[src/rtl/rc_sched_pkg.sv]
// Shared types and helpers for the recompute scheduler.
// The recompute width defines fall back to local defaults when the shared header is absent.
`ifndef RECOMPUTE_SCALE_WIDTH
`define RECOMPUTE_SCALE_WIDTH 16
`endif
`ifndef RECOMPUTE_SHIFT_WIDTH
`define RECOMPUTE_SHIFT_WIDTH 5
`endif

package rc_sched_pkg;

    localparam int unsigned RcScaleW = `RECOMPUTE_SCALE_WIDTH;
    localparam int unsigned RcShiftW = `RECOMPUTE_SHIFT_WIDTH;

    typedef enum logic [2:0] {
        StIdle,
        StLoad,
        StStream,
        StDrain,
        StClear
    } rc_sched_state_t;

    // Requester index width; a single requester still gets a 1-bit id.
    function automatic int unsigned id_width(input int unsigned n);
        return (n > 1) ? $clog2(n) : 1;
    endfunction

endpackage

[src/rtl/rc_sched_if.sv]
// Requester, recompute-unit and response signals of the scheduler.
// master = the scheduler itself, slave = requesters plus recompute unit.
interface rc_sched_if
    import rc_sched_pkg::*;
#(
    parameter int unsigned NUM_REQ        = 4,
    parameter int unsigned IN_DATA_WIDTH  = 24,
    parameter int unsigned OUT_DATA_WIDTH = 24,
    parameter int unsigned SCALE_W        = `RECOMPUTE_SCALE_WIDTH,
    parameter int unsigned SHIFT_W        = `RECOMPUTE_SHIFT_WIDTH,
    parameter int unsigned ID_W           = id_width(NUM_REQ)
) ();

    logic [NUM_REQ-1:0]                     req_vld;
    logic [NUM_REQ-1:0][IN_DATA_WIDTH-1:0]  req_data;
    logic [NUM_REQ-1:0]                     req_last;
    logic [NUM_REQ-1:0]                     req_rdy;
    logic [NUM_REQ-1:0][SCALE_W-1:0]        req_scale;
    logic [NUM_REQ-1:0][SHIFT_W-1:0]        req_shift;
    logic [NUM_REQ-1:0]                     req_rc_needed;

    logic [SCALE_W-1:0]                     rc_scale;
    logic                                   rc_scale_vld;
    logic                                   rc_scale_clear;
    logic [SHIFT_W-1:0]                     rc_shift;
    logic                                   rc_recompute_needed;
    logic [IN_DATA_WIDTH-1:0]               rc_in_data;
    logic                                   rc_in_data_vld;
    logic [OUT_DATA_WIDTH-1:0]              rc_out_data;
    logic                                   rc_out_data_vld;
    logic                                   rc_error;

    logic [OUT_DATA_WIDTH-1:0]              rsp_data;
    logic                                   rsp_vld;
    logic [ID_W-1:0]                        rsp_id;
    logic                                   err;

    modport master (
        input  req_vld, req_data, req_last, req_scale, req_shift, req_rc_needed,
        input  rc_out_data, rc_out_data_vld, rc_error,
        output req_rdy,
        output rc_scale, rc_scale_vld, rc_scale_clear, rc_shift, rc_recompute_needed,
        output rc_in_data, rc_in_data_vld,
        output rsp_data, rsp_vld, rsp_id, err
    );

    modport slave (
        output req_vld, req_data, req_last, req_scale, req_shift, req_rc_needed,
        output rc_out_data, rc_out_data_vld, rc_error,
        input  req_rdy,
        input  rc_scale, rc_scale_vld, rc_scale_clear, rc_shift, rc_recompute_needed,
        input  rc_in_data, rc_in_data_vld,
        input  rsp_data, rsp_vld, rsp_id, err
    );

endinterface

[src/rtl/rr_arbiter.sv]
// Combinational round-robin pick: first requester above last_i, wrapping around.
// Produces a one-hot grant plus the matching index; no state of its own.
module rr_arbiter #(
    parameter int unsigned NUM_REQ = 4,
    parameter int unsigned ID_W    = 2
) (
    input  logic [NUM_REQ-1:0] req_i,
    input  logic [ID_W-1:0]    last_i,
    output logic [NUM_REQ-1:0] gnt_o,
    output logic [ID_W-1:0]    idx_o
);

    always_comb begin
        logic            found;
        int unsigned     cand;
        logic [ID_W-1:0] cidx;
        gnt_o = '0;
        idx_o = '0;
        found = 1'b0;
        cand  = 0;
        cidx  = '0;
        for (int unsigned off = 1; off <= NUM_REQ; off++) begin
            cand = (32'(last_i) + off) % NUM_REQ;
            cidx = ID_W'(cand);
            if (!found && req_i[cidx]) begin
                found       = 1'b1;
                gnt_o[cidx] = 1'b1;
                idx_o       = cidx;
            end
        end
    end

endmodule

[src/rtl/rc_sched.sv]
// Burst scheduler in front of a shared recompute unit: grants one requester at a time,
// loads its scale/shift, streams beats under an outstanding-credit limit, drains, clears.
module rc_sched
    import rc_sched_pkg::*;
#(
    parameter int unsigned NUM_REQ         = 4,
    parameter int unsigned IN_DATA_WIDTH   = 24,
    parameter int unsigned OUT_DATA_WIDTH  = 24,
    parameter int unsigned MAX_OUTSTANDING = 8,
    parameter int unsigned SCALE_W         = `RECOMPUTE_SCALE_WIDTH,
    parameter int unsigned SHIFT_W         = `RECOMPUTE_SHIFT_WIDTH
) (
    input logic         clk,
    input logic         rst_n,
    rc_sched_if.master  bus
);

    localparam int unsigned ID_W  = id_width(NUM_REQ);
    localparam int unsigned CNT_W = $clog2(MAX_OUTSTANDING) + 1;

    rc_sched_state_t    state_q;
    logic [ID_W-1:0]    last_grant_q;
    logic [ID_W-1:0]    grant_id_q;
    logic [CNT_W-1:0]   outstanding_q, outstanding_d;
    logic               err_q, err_d;
    logic [SCALE_W-1:0] rc_scale_q;
    logic [SHIFT_W-1:0] rc_shift_q;
    logic               rc_rc_needed_q;
    logic               rc_scale_vld_q;
    logic               rc_scale_clear_q;

    logic [NUM_REQ-1:0] arb_gnt;
    logic [ID_W-1:0]    arb_idx;
    logic               arb_any;
    logic [NUM_REQ-1:0] rdy;
    logic               slot_free;
    logic               beat_acc;
    logic               underflow;

    rr_arbiter #(
        .NUM_REQ (NUM_REQ),
        .ID_W    (ID_W)
    ) u_rr_arbiter (
        .req_i  (bus.req_vld),
        .last_i (last_grant_q),
        .gnt_o  (arb_gnt),
        .idx_o  (arb_idx)
    );

    assign arb_any = |arb_gnt;

    // Only the granted requester sees ready, and only while a credit is free.
    always_comb begin
        slot_free = (outstanding_q < CNT_W'(MAX_OUTSTANDING));
        rdy       = '0;
        if (state_q == StStream) begin
            rdy[grant_id_q] = slot_free;
        end
        beat_acc = rdy[grant_id_q] & bus.req_vld[grant_id_q];
    end

    // A response with nothing in flight is an underflow: flag it, keep the counter at 0.
    always_comb begin
        outstanding_d = outstanding_q;
        underflow     = bus.rc_out_data_vld && (outstanding_q == '0);
        if (beat_acc && !bus.rc_out_data_vld) begin
            outstanding_d = outstanding_q + CNT_W'(1);
        end else if (!beat_acc && bus.rc_out_data_vld && !underflow) begin
            outstanding_d = outstanding_q - CNT_W'(1);
        end
        err_d = err_q | bus.rc_error | underflow;
    end

    always_ff @(posedge clk or negedge rst_n) begin
        if (!rst_n) begin
            state_q          <= StIdle;
            last_grant_q     <= ID_W'(NUM_REQ - 1);
            grant_id_q       <= '0;
            outstanding_q    <= '0;
            err_q            <= 1'b0;
            rc_scale_q       <= '0;
            rc_shift_q       <= '0;
            rc_rc_needed_q   <= 1'b0;
            rc_scale_vld_q   <= 1'b0;
            rc_scale_clear_q <= 1'b0;
        end else begin
            outstanding_q    <= outstanding_d;
            err_q            <= err_d;
            rc_scale_vld_q   <= 1'b0;
            rc_scale_clear_q <= 1'b0;
            case (state_q)
                StIdle: begin
                    if (arb_any) begin
                        grant_id_q     <= arb_idx;
                        last_grant_q   <= arb_idx;
                        rc_scale_q     <= bus.req_scale[arb_idx];
                        rc_shift_q     <= bus.req_shift[arb_idx];
                        rc_rc_needed_q <= bus.req_rc_needed[arb_idx];
                        rc_scale_vld_q <= 1'b1;
                        state_q        <= StLoad;
                    end
                end
                StLoad: begin
                    state_q <= StStream;
                end
                StStream: begin
                    // A stalled requester simply leaves us here; there is no time-out.
                    if (beat_acc && bus.req_last[grant_id_q]) begin
                        state_q <= StDrain;
                    end
                end
                StDrain: begin
                    if (outstanding_q == '0) begin
                        rc_scale_clear_q <= 1'b1;
                        state_q          <= StClear;
                    end
                end
                StClear: begin
                    state_q <= StIdle;
                end
                default: begin
                    state_q <= StIdle;
                end
            endcase
        end
    end

    assign bus.req_rdy             = rdy;
    assign bus.rc_scale            = rc_scale_q;
    assign bus.rc_shift            = rc_shift_q;
    assign bus.rc_recompute_needed = rc_rc_needed_q;
    assign bus.rc_scale_vld        = rc_scale_vld_q;
    assign bus.rc_scale_clear      = rc_scale_clear_q;
    assign bus.rc_in_data          = bus.req_data[grant_id_q];
    assign bus.rc_in_data_vld      = beat_acc;
    assign bus.rsp_data            = bus.rc_out_data;
    assign bus.rsp_vld             = bus.rc_out_data_vld;
    assign bus.rsp_id              = grant_id_q;
    assign bus.err                 = err_q;

endmodule
[src/flat_wrapper.sv]
// flat-port wrapper written by rule: the top's interface ports become plain ports
module rc_sched_flat import rc_sched_pkg::*;
#(
    parameter int unsigned NUM_REQ         = 4,
    parameter int unsigned IN_DATA_WIDTH   = 24,
    parameter int unsigned OUT_DATA_WIDTH  = 24,
    parameter int unsigned MAX_OUTSTANDING = 8,
    parameter int unsigned SCALE_W         = `RECOMPUTE_SCALE_WIDTH,
    parameter int unsigned SHIFT_W         = `RECOMPUTE_SHIFT_WIDTH
)
  (clk, rst_n, bus_req_vld, bus_req_data, bus_req_last, bus_req_scale, bus_req_shift, bus_req_rc_needed, bus_rc_out_data, bus_rc_out_data_vld, bus_rc_error, bus_req_rdy, bus_rc_scale, bus_rc_scale_vld, bus_rc_scale_clear, bus_rc_shift, bus_rc_recompute_needed, bus_rc_in_data, bus_rc_in_data_vld, bus_rsp_data, bus_rsp_vld, bus_rsp_id, bus_err);
  rc_sched_if #(.NUM_REQ(NUM_REQ), .IN_DATA_WIDTH(IN_DATA_WIDTH), .OUT_DATA_WIDTH(OUT_DATA_WIDTH), .SCALE_W(SCALE_W), .SHIFT_W(SHIFT_W)) bus_i ();
  input logic clk;
  input logic rst_n;
  input wire logic [$bits(bus_i.req_vld)-1:0] bus_req_vld;
  input wire logic [$bits(bus_i.req_data)-1:0] bus_req_data;
  input wire logic [$bits(bus_i.req_last)-1:0] bus_req_last;
  input wire logic [$bits(bus_i.req_scale)-1:0] bus_req_scale;
  input wire logic [$bits(bus_i.req_shift)-1:0] bus_req_shift;
  input wire logic [$bits(bus_i.req_rc_needed)-1:0] bus_req_rc_needed;
  input wire logic [$bits(bus_i.rc_out_data)-1:0] bus_rc_out_data;
  input wire logic [$bits(bus_i.rc_out_data_vld)-1:0] bus_rc_out_data_vld;
  input wire logic [$bits(bus_i.rc_error)-1:0] bus_rc_error;
  output wire logic [$bits(bus_i.req_rdy)-1:0] bus_req_rdy;
  output wire logic [$bits(bus_i.rc_scale)-1:0] bus_rc_scale;
  output wire logic [$bits(bus_i.rc_scale_vld)-1:0] bus_rc_scale_vld;
  output wire logic [$bits(bus_i.rc_scale_clear)-1:0] bus_rc_scale_clear;
  output wire logic [$bits(bus_i.rc_shift)-1:0] bus_rc_shift;
  output wire logic [$bits(bus_i.rc_recompute_needed)-1:0] bus_rc_recompute_needed;
  output wire logic [$bits(bus_i.rc_in_data)-1:0] bus_rc_in_data;
  output wire logic [$bits(bus_i.rc_in_data_vld)-1:0] bus_rc_in_data_vld;
  output wire logic [$bits(bus_i.rsp_data)-1:0] bus_rsp_data;
  output wire logic [$bits(bus_i.rsp_vld)-1:0] bus_rsp_vld;
  output wire logic [$bits(bus_i.rsp_id)-1:0] bus_rsp_id;
  output wire logic [$bits(bus_i.err)-1:0] bus_err;
  assign bus_i.req_vld = bus_req_vld;
  assign bus_i.req_data = bus_req_data;
  assign bus_i.req_last = bus_req_last;
  assign bus_i.req_scale = bus_req_scale;
  assign bus_i.req_shift = bus_req_shift;
  assign bus_i.req_rc_needed = bus_req_rc_needed;
  assign bus_i.rc_out_data = bus_rc_out_data;
  assign bus_i.rc_out_data_vld = bus_rc_out_data_vld;
  assign bus_i.rc_error = bus_rc_error;
  assign bus_req_rdy = bus_i.req_rdy;
  assign bus_rc_scale = bus_i.rc_scale;
  assign bus_rc_scale_vld = bus_i.rc_scale_vld;
  assign bus_rc_scale_clear = bus_i.rc_scale_clear;
  assign bus_rc_shift = bus_i.rc_shift;
  assign bus_rc_recompute_needed = bus_i.rc_recompute_needed;
  assign bus_rc_in_data = bus_i.rc_in_data;
  assign bus_rc_in_data_vld = bus_i.rc_in_data_vld;
  assign bus_rsp_data = bus_i.rsp_data;
  assign bus_rsp_vld = bus_i.rsp_vld;
  assign bus_rsp_id = bus_i.rsp_id;
  assign bus_err = bus_i.err;
  rc_sched #(.NUM_REQ(NUM_REQ), .IN_DATA_WIDTH(IN_DATA_WIDTH), .OUT_DATA_WIDTH(OUT_DATA_WIDTH), .MAX_OUTSTANDING(MAX_OUTSTANDING), .SCALE_W(SCALE_W), .SHIFT_W(SHIFT_W)) u_core (.clk(clk), .rst_n(rst_n), .bus(bus_i));
endmodule
[config.mk]
export PLATFORM = sky130hd
export DESIGN_NAME = rc_sched_flat
export DESIGN_NICKNAME = d
export VERILOG_FILES = /design/src/rtl/rc_sched_pkg.sv /design/src/rtl/rc_sched_if.sv /design/src/rtl/rr_arbiter.sv /design/src/rtl/rc_sched.sv /design/src/flat_wrapper.sv
export SDC_FILE = /design/constraint.sdc
export NUM_CORES = 1
export LEC_CHECK = 0
export CORE_AREA = 2 2 115 117
export CTS_BUF_LIST = sky130_fd_sc_hd__clkbuf_4
export DETAILED_ROUTE_END_ITERATION = 8
export DIE_AREA = 0 0 117 119
export PLACE_DENSITY = 0.7
export SYNTH_ARGS = -nofsm -noshare
export SYNTH_HDL_FRONTEND = slang
export SYNTH_SLANG_ARGS = --single-unit
[constraint.sdc]
create_clock -name clk -period 3.9 [get_ports clk]
set_input_delay 0.78 -clock clk [delete_from_list [all_inputs] [get_ports clk]]
set_output_delay 0.78 -clock clk [all_outputs]
set_load 0.02 [all_outputs]
* Word level (Yosys, flattened, before mapping) *
Index checks and enable logic that the tools add are counted.

word-level totals
  register bits after elaboration = 36
  bits in latches = 0
  RAM bits = 0
  bits in read-only memories = 0
  input port bits = 220
  output and inout port bits = 81
  logic and storage cells = 120
  memories kept = 0

cells by class
  add/subtract/negate cells = 6
  multiply operators = 0
  divide/modulo/power cells = 0
  $lt $le $gt $ge = 12
  equality and inequality tests = 6
  shift operators = 0
  multiplexer cells = 54
  bitwise gates (word level) = 7
  reductions and logical operators = 25

operators with widths
  operator               number
  $bmux W24 S2           1
  $bmux W16 S2           1
  $mux W4                7
  $mux W24               1
  $mux W1                20
  $lt A2 B3 Y1 const B   6
  $bmux W1 S2            8
  $mux W16               1
  $logic_and A1 B1 Y1    13
  $or A4 B4 Y4           3
  $pmux W3 S4            1
  $bmux W5 S2            1
  $demux W1 S2           5
  $ge A2 B1 Y1 const B   5
  $mux W3                3
  $mux W2                4
  $eq A3 B2 Y1 const B   2
  $logic_not A1 Y1       6
  $mux W5                1
  $add A2 B1 Y2 const B  2
  $add A2 B2 Y2 const B  2
  $add A4 B1 Y4 const B  1
  $and A4 B4 Y4          1
  $logic_not A4 Y1       1
  other kinds (12)       14

* Longest topological paths before layout *
  depth after elaboration = 16
  gate-level depth with buffers = 12
  mapped depth without buffers = 10

* Hierarchy *
A second synthesis with hierarchy kept.

unflattened totals
  cells, all modules = 313
  area, all modules = 3402.0 sq um

modules (own cells, without submodules)
  module      instances  cells each  area each (sq um)  sequential area each (sq um)
  rc_sched    1          254         2911.5             903.4
  rr_arbiter  1          59          490.5              0.0

* Least setup slack after synthesis *
No wires, ideal clock.

  path type = register to register
  from = register u_core.last_grant_q[1]
  to = register u_core.rc_scale_q[6] (netlist: u_core.bus.rc_scale[6])
  setup time = 86 ps
  arrival time = 2917 ps
  path slack = 897 ps
  cell stages (with the launch flop) = 12
  buffers on the path = 3
  path through = dfstp_2 > clkbuf_1 > inv_1 > ha_1 > mux4_2 > or4_1 > o31ai_1 > o21ai_1 > or2_1 > buf_6 > buf_6 > o221ai_2

on the way
  word-level cells in the longest chain between the ends = 15
  elaborated cells between the ends (all ways) = 56
  those cells by class = add/sub (4); order compare (8); mux (29); bitwise (3); reduce/logical (12)

ends and longest elaborated chain
  item                                                                   line            RTL
  start, declared                                                        rc_sched.sv:22  logic [ID_W-1:0] last_grant_q;
  start signal, assigned                                                 rc_sched.sv:77  last_grant_q <= ID_W'(NUM_REQ - 1);
  start signal, assigned                                                 rc_sched.sv:95  last_grant_q <= arb_idx;
  parallel branches: the longest is 15 deep, another holds $lt A2 B3 Y1  -
  end signal, assigned                                                   rc_sched.sv:96  rc_scale_q <= bus.req_scale[arb_idx];
  end, declared                                                          rc_sched.sv:26  logic [SCALE_W-1:0] rc_scale_q;

Parallel ways; which one is timed is not known. The select of a mux whose other input is x is not followed.
A chain may end at the register's enable or synchronous reset.

* Final worst setup path *
  from = input bus_req_vld[2]
  to = output bus_rc_in_data_vld

on the way
  word-level cells in the longest chain between the ends = 3

ends and longest elaborated chain
  item                           line                RTL
  start, declared                flat_wrapper.sv:15  input wire logic [$bits(bus_i.req_vld)-1:0] bus_req_vld;
  $bmux W1 S2                    rc_sched.sv:59      beat_acc = rdy[grant_id_q] & bus.req_vld[grant_id_q];
  $mux W1 (not written as such)  rc_sched.sv:59
  $and A1 B1 Y1                  rc_sched.sv:59
  end, declared                  flat_wrapper.sv:31  output wire logic [$bits(bus_i.rc_in_data_vld)-1:0] bus_rc_in_data_vld;

No other way between the ends. The select of a mux whose other input is x is not followed.

==> results.toml <==
[finish]
final_area_mm2 = 0.005956
final_layout_size_suffix_gt1_share_pct = 14.87
final_net_count = 742
syn_to_final_growth_pct = 77.28
layout_common_cells = "251 x clkdlybuf4s50_1, 46 x mux2i_1, 33 x dfrtp_1"
final_common_cell = "clkdlybuf4s50_1"
antennaDiodeCount = 0
nFillCells = 1199

[global_route]
grt_pass1_wl_um = 17360
first_global_vias = 3444
grt_max_degree = 37
antenna_found_initial = 0
grt_use_total_pct = 16.24
gr-total-overflow = 0

[critical_path]
path_cells = "clkdlybuf4s50_1 -> buf_4 -> mux4_2 -> nand2_1 -> inv_1 -> clkdlybuf4s50_1"
path_class = "primary input to primary output"
critPathTopFamily = "buffers and inverters"
slowest_delay_ps = 560
cp_max_fo = 8
setup.worst_path.start_class = "primary input"
critPathRequiredTime_ps = 3120
crit_top_cell = "clkdlybuf4s50_1"
cp_slowest_cell = "clkdlybuf4s50_1"
path_buf_inv = 4
end_kind = "primary output"
cp.arrival_ps = 2720

[sta]
worst_clock_skew_ps = 11.54
fin_crit_sh_pct = 89.83
worst_pin_slew_ps = 913.7
tns_ps = 0
hold_violations = 0
grt_setup_unrepaired = "no"
fmax_ghz = 0.2854
finalSetupViolations = 0
fin_crit_ps = 3504
relSlewSlack_pct = 39.09
drv_slew = 0

[logic_synthesis]
syn-num-nets = 523
syn_avg_cell_area_um2 = 11.51
synthCells = 292
synth.distinct_cells = 44
ys_seq_area_share_pct = 26.89
ys_ff_latch = 36
syn-cell-area_mm2 = 0.003359
yosys_warnings = 0

[floorplan]
die_x_um = 117
rows = 42
die_area_mm2 = 0.01392
core_area_mm2 = 0.01287
die_h_um = 119
start_util_pct = 26.09
io_pins = 301

[cts]
cts_sinks = 36
insertion_delay_ps = 340
cts_max_level = 2
ctsHoldBuffers = 0
path_clk_slew_ps = 100
root_buffer = "clkbuf_4"
cts_tree = "built"
ctsResizeCount = 0
cts_buffers = 5
cts_setup_buffers = 0
clk_path_buf_depth = 2

[placed_design]
place.gp.congestion = 0.8269
dp_hpwl_um = 9948
io_buffers = 252
place_area_mm2 = 0.005906

[hold_path]
hp-class = "register to register"

[power_and_ir_drop]
peakVddDrop_v = 0.0003334
p_leak_nw = 2.320
power_density_mw_per_mm2 = 654.1

[status]
outcome = "finished clean"

[job]
cap_violations = 0

[route]
ant_nets = 0
wl_um = 11710
vias = 3230
drtPass1Iterations = 4
first_iter_violations = 69
drc = 0
via_per_inst = 4.702
wire_per_inst_um = 17.04
synthesized netlist by cell type:
library cell / count / share of area [%]
mux2i_1: 46 / 14
dfrtp_1: 34 / 25
mux4_2: 30 / 20
nand2_1: 30 / 3.4
buf_4: 26 / 5.8
o221ai_2: 19 / 8.5
nor2_1: 11 / 1.2
ha_1: 10 / 3.7
buf_2: 9 / 1.3
clkbuf_1: 8 / 0.89
inv_1: 7 / 0.78
a21oi_1: 5 / 0.74
buf_1: 4 / 0.45
mux2_2: 4 / 1.3
nor3_1: 4 / 0.60
nor4_1: 4 / 0.74
xnor2_1: 4 / 1.0
buf_6: 3 / 1.0
o221ai_1: 3 / 0.78
a221oi_1: 2 / 0.52
and3_1: 2 / 0.37
dfstp_2: 2 / 1.6
o21ai_0: 2 / 0.30
o41ai_1: 2 / 0.52
or4_1: 2 / 0.45
a211o_1: 1 / 0.26
a21o_1: 1 / 0.22
a31oi_1: 1 / 0.19
and3b_1: 1 / 0.26
fa_1: 1 / 0.60
mux2_1: 1 / 0.34
nand2b_1: 1 / 0.19
nand3b_1: 1 / 0.22
nand4_1: 1 / 0.19
nor2b_1: 1 / 0.19
nor3b_1: 1 / 0.22
nor4b_1: 1 / 0.26
nor4b_2: 1 / 0.45
o211ai_1: 1 / 0.22
o21ai_1: 1 / 0.15
o22a_1: 1 / 0.26
o22ai_1: 1 / 0.19
o31ai_1: 1 / 0.22
or2_1: 1 / 0.19
routing by layer:
metal / track usage, % / share of wire, % / vias up
met5: 0 / 0 / -
met4: 5.809 / 2.7 / 0
met3: 3.511 / 9.3 / 20
met2: 32.15 / 54 / 196
met1: 16.01 / 34 / 1479
li1: - / - / 1535
area by class of cell:
type | instances | area, um2 | share of cell area, %
flip-flops and latches | 36 | 904.6 | 15.19
clock buffers | 6 | 45.04 | 0.7563
well taps | 176 | 220.2 | 3.697
repair buffers | 262 | 2630 | 44.16
clock inverters | 1 | 5.005 | 0.08403
multi-input cells | 199 | 2125 | 35.67
inverters | 7 | 26.28 | 0.4412
flip-flops by register name (all words and copies together) (netlist names), 2 cells and up:
signal / flops
u_core.state_q: 3
u_core.bus.rc_shift: 5
u_core.bus.rsp_id: 2
u_core.outstanding_q: 4
u_core.bus.rc_scale: 16
u_core.last_grant_q: 2
per-stage QoR:
| step | utilization, % | total power, mW | hold WS (ps) | setup slack, ps | std cells |
|---|---|---|---|---|---|
| final | 46.26 | 3.896 | 487.5 | 396.5 | 687 |
| after global routing | 46.26 | 4.192 | 515.2 | 253.3 | 687 |
| after CTS | 46.26 | 3.953 | 494.7 | 399.1 | 687 |
| after detailed placement | 45.87 | 3.745 | 464.1 | 215.7 | 680 |
| after global placement | 45.87 | 3.694 | 457.7 | 295.2 | 680 |
| after floorplan | - | 2.659 | 473.5 | 896.8 | 292 |
path summary, 6_finish.rpt:
kind / end / slack, ps / start / depth (start not counted)
worst max-delay path: bus_rc_in_data_vld / 400 / bus_req_vld[2] / 6
max in group asynchronous: u_core.bus.rsp_id[0]$_DFFE_PN0P_ / 2810 / rst_n / 1
min in group asynchronous: u_core.bus.err$_DFF_PN0_ / 520 / rst_n / 1
worst max register to register: u_core.bus.rc_shift[2]$_DFFE_PN0P_ / 430 / u_core.last_grant_q[1]$_DFFE_PN1P_ / 9
worst min register to register: u_core.bus.err$_DFF_PN0_ / 490 / u_core.bus.err$_DFF_PN0_ / 1
worst min-delay path: u_core.bus.err$_DFF_PN0_ / 490 / u_core.bus.err$_DFF_PN0_ / 1
worst reg2reg max path, cell delays in order (launching register included):
cell	delay (ps)
dfstp_2	680
inv_1	180
ha_1	510
mux4_2	420
or4_1	520
o31ai_1	100
o21ai_1	130
or2_1	400
buf_12	240
o221ai_1	200
where the power goes:
part           switching (mW)  total, mW  internal (mW)  leakage [nW]
logic                    1.39       2.95           1.56          1.85
clock network           0.120      0.194         0.0734        0.0315
registers               0.204      0.753          0.548         0.439
cell families after synthesis:
kind of cell | share of synthesized area, %
AOI/OAI and AO/OA | 13.07
muxes | 35.49
DFF | 26.89
and+or+nand+nor | 8.902
xor gates and xnor gates | 1.043
adders and majority gates | 4.320
buffers and inverters | 10.28
No activity file was read; power rests on OpenSTA's default activity.
